==> config.mk <==
export PLATFORM = sky130hd
export DESIGN_NAME = full_adder
export DESIGN_NICKNAME = d
export VERILOG_FILES = /design/src/rtl/full_adder.sv
export SDC_FILE = /design/constraint.sdc
export NUM_CORES = 1
export LEC_CHECK = 0
export BUFFER_PORTS_ARGS = -buffer_cell sky130_fd_sc_hd__buf_2
export CAP_MARGIN = 5
export CORE_AREA = 2 2 39 41
export DETAILED_ROUTE_END_ITERATION = 16
export DIE_AREA = 0 0 41 43
export HOLD_SLACK_MARGIN = 0.12
export RECOVER_POWER = 100
export SYNTH_ARGS = -nofsm -noshare
export SYNTH_HDL_FRONTEND = slang
export SYNTH_SLANG_ARGS = --single-unit
==> constraint.sdc <==
create_clock -name clk -period 0.9 [get_ports clk]
set_input_delay 0 -clock clk [delete_from_list [all_inputs] [get_ports clk]]
set_output_delay 0 -clock clk [all_outputs]
set_load 0.1 [all_outputs]
==> src/rtl/full_adder.sv <==
// WIDTH-bit adder with carry-in: combinational sum/cout plus a registered copy one clock later.
// Define FULL_ADDER_CARRY_CNT_EN to build the saturating carry-out event counter (carry_cnt).
module full_adder #(
    parameter int WIDTH = 1,
    parameter int CNT_W = 16
) (
    input  logic             clk,
    input  logic             rst,
    input  logic [WIDTH-1:0] a,
    input  logic [WIDTH-1:0] b,
    input  logic             cin,
    input  logic             in_valid,
    output logic [WIDTH-1:0] sum,
    output logic             cout,
    output logic [WIDTH-1:0] sum_q,
    output logic             cout_q,
    output logic             out_valid,
    output logic [CNT_W-1:0] carry_cnt
);

    // Widen before adding so the carry out of the top bit is never lost.
    logic [WIDTH:0] total;
    assign total = {1'b0, a} + {1'b0, b} + (WIDTH+1)'(cin);
    assign sum   = total[WIDTH-1:0];
    assign cout  = total[WIDTH];

    logic [WIDTH-1:0] sum_d;
    logic             cout_d;
    logic             out_valid_d;
    logic             out_valid_q;

    always_comb begin
        sum_d       = sum_q;
        cout_d      = cout_q;
        out_valid_d = 1'b0;
        if (in_valid) begin
            sum_d       = sum;
            cout_d      = cout;
            out_valid_d = 1'b1;
        end
    end

    always_ff @(posedge clk) begin
        if (rst) begin
            sum_q       <= '0;
            cout_q      <= 1'b0;
            out_valid_q <= 1'b0;
        end else begin
            sum_q       <= sum_d;
            cout_q      <= cout_d;
            out_valid_q <= out_valid_d;
        end
    end

    assign out_valid = out_valid_q;

`ifdef FULL_ADDER_CARRY_CNT_EN
    logic [CNT_W-1:0] carry_cnt_d;
    logic [CNT_W-1:0] carry_cnt_q;

    // Stick at all-ones rather than wrapping back to zero.
    always_comb begin
        carry_cnt_d = carry_cnt_q;
        if (in_valid && cout && (carry_cnt_q != {CNT_W{1'b1}})) begin
            carry_cnt_d = carry_cnt_q + CNT_W'(1);
        end
    end

    always_ff @(posedge clk) begin
        if (rst) begin
            carry_cnt_q <= '0;
        end else begin
            carry_cnt_q <= carry_cnt_d;
        end
    end

    assign carry_cnt = carry_cnt_q;
`else
    assign carry_cnt = '0;
`endif

endmodule

==> reports/metrics.yaml <==
cts.path.max_buffers: 2
grt_pass1_vias: 149
clock_latency_ns: 0.24
gp_congestion: 0.524
cts_tree: "done"
grt_first_pass_wirelength_um: 558
finalCritPeriodShare_pct: 97.3
areaGrowthSynthToFinish_pct: 43.2
dieHeight_um: 43
wl_met3_um: 97
highest_layer: "met4"
post-place-ws_ns: -0.0618
startpoint_type: "input port"
synth_top_family_by_area: "buffers and inverters"
hpwl_um: 307
hold-path-cell-count: 4
cp.arrival_ns: 0.88
drive_above_1_share_pct: 42.9
synth_top_area_share_pct: 50.5
diodes: 0
synth-seq-area-share_pct: 25.3
rows: 14
end_kind: "primary output"
synth_compound_area_share_pct: 0
clock_skew_ns: 0
cts_max_level: 1
portBuffers: 10
cts.clk_slew.worst_paths_ns: 0.04
syn_area_per_cell_um2: 9.14
worst-path-max-fanout: 2
rr_startpoint: "sum_q$_SDFFE_PP0P_"
min_path_type: "input port to register"
dieArea_um2: 1760
route.detailed.drc: 0
synth.largest_area_cell: "buf_4"
ir_worst_vdd_v: 0.000684
drtIter0Drc: 2
maxCapViolCount: 0
cts_made_buffers: 3
clock-sinks: 3
ff2ff_path_depth: 2
hold_path_end: "cout_q$_SDFFE_PP0P_"
synthMuxAreaShare_pct: 8.42
setup_viol: 0
synthSimpleGateAreaFrac_pct: 5.79
viasPerCell: 2.90
worstMarginPinSlew_ns: 0.539
setup_slack_ns: 0.0246
syn_area_um2: 238
cellPowerDensity_nw_per_um2: 2800
yosys-top-cells-area: "buf_4, dfxtp_1, fa_1"
synth_common_cells: "buf_4, dfxtp_1, mux2i_1, nor2_1"
critPathSlowestCell: "fa_2"
async_flop_share_pct: 0
r2r_end: "sum_q$_SDFFE_PP0P_"
period_needed_ns: 0.875
final_cells: 58
min_from: "a"
placed_cells: 51
synth_cell_types: 7
io_pins: 27
synth_flop_cell: "dfxtp_1"
wl_met2_um: 149
critPathRequiredTime_ns: 0.90
synth_xor_area_share_pct: 0
start_util_pct: 17.2
p_leak_nw: 0.183
cts-root-buf: "clkbuf_4"
rsz0062_at_grt: "false"
outcome: "completed"
ys_warn_count: 0
fin_setup_tns_ns: 0
core_area_um2: 1380
grt_max_degree: 4
route.vias.total: 168
fmax_mhz: 1140
syn_inst: 26
synth-seq-cells: 3
drt_wl_total_um: 410
cp_cell_sequence: "buf_6 -> fa_2 -> buf_12"
cpPeakStageDelay_ns: 0.60
antenna_found_initial: 0
firstDrtPassIters: 2
die_w_um: 41
fillers: 166
synth_adder_area_share_pct: 8.42
grt_overflow: 0
synth.most_common_cell: "buf_4"
relSlewSlack_pct: 64.2
drv_slew: 0
path_class: "input port to primary output"
synth_edf_count: 0
grtUsageTotal_pct: 5.71
ant_nets: 0
nets: 50
wl_met1_um: 154
r2r_setup_slack_ns: 0.29
routedWlPerCell_um: 7.07
final-hold-violation-count: 0
[cells in the final DEF, fill, tap and decap left out]
master,n
buf_12,1
buf_2,4
buf_4,2
buf_6,3
clkbuf_1,1
clkbuf_2,1
clkbuf_4,3
conb_1,16
dfxtp_2,3
dlygate4sd3_1,2
fa_2,1
mux2i_1,2
nor2_1,2
nor2b_1,1
[power breakdown]
part           switching [W]  internal [W]  leakage (nW)  total [W]
clock network      0.0000780      0.000167        0.0150   0.000245
logic               0.000472     0.0000862         0.142   0.000558
registers         0.00000512      0.000145        0.0258   0.000150
total               0.000555      0.000398         0.183   0.000953
[flip-flops by register name, indices dropped and copies added, names as in the netlist]
register,flops
cout_q,1
out_valid,1
sum_q,1
[critical path: cells and delay by family]
family	cells	cell delay, ns
fa+ha+maj	1	0.60
buf+inv	2	0.27
[per-stage QoR]
step                utilization [%]  power [W]  area, um^2  hold slack [ns]
finish                         24.6   0.000953         340            0.235
global route                   24.6   0.000996         340            0.261
CTS                            26.3   0.000989         364            0.231
detailed placement             22.4   0.000715         310            0.188
global placement               22.4   0.000712         310            0.182
floorplan                         -   0.000677         300           0.0642
[cell families after synthesis]
group / count (synthesis)
buf+inv: 16
flops: 3
other cells: 1
mux: 2
simple gates: 3
fa+ha+maj: 1
[layer usage]
metal,global-route usage (%),up-vias
met4,6.00,0
met5,0,-
li1,-,79
met2,6.25,17
met1,4.46,70
met3,7.33,2
[how the worst max path moves through the flow]
stage	start	endpoint	cells after the start
6_report	a	sum	3
5_1_grt	a	sum	3
4_1_cts	cin	sum	3
3_5_place_dp	a	sum_q$_SDFFE_PP0P_	4
3_3_place_gp	a	sum_q$_SDFFE_PP0P_	4
2_1_floorplan	a	sum_q$_SDFFE_PP0P_	3
[area by class of cell]
cell class	instances	area, um^2	area share (%)
Multi-Input combinational cell	22	116	34.2
Timing Repair Buffer	13	114	33.5
Tap cell	16	20.0	5.88
Clock buffer	4	26.3	7.72
Sequential cell	3	63.8	18.8
[what timing repair did]
| action | 4_1_cts | 5_1_grt |
|---|---|---|
| buffers inserted | 1 | 0 |
| cloned | 0 | 0 |
| resized for setup | 0 | 1 |
| endpoints found under the setup margin | 1 | 1 |
| pin swaps | 1 | 1 |
| hold buffers | 2 | 0 |
| endpoints found under the hold margin | 3 | 0 |
No activity file was read; power rests on OpenSTA's default activity.
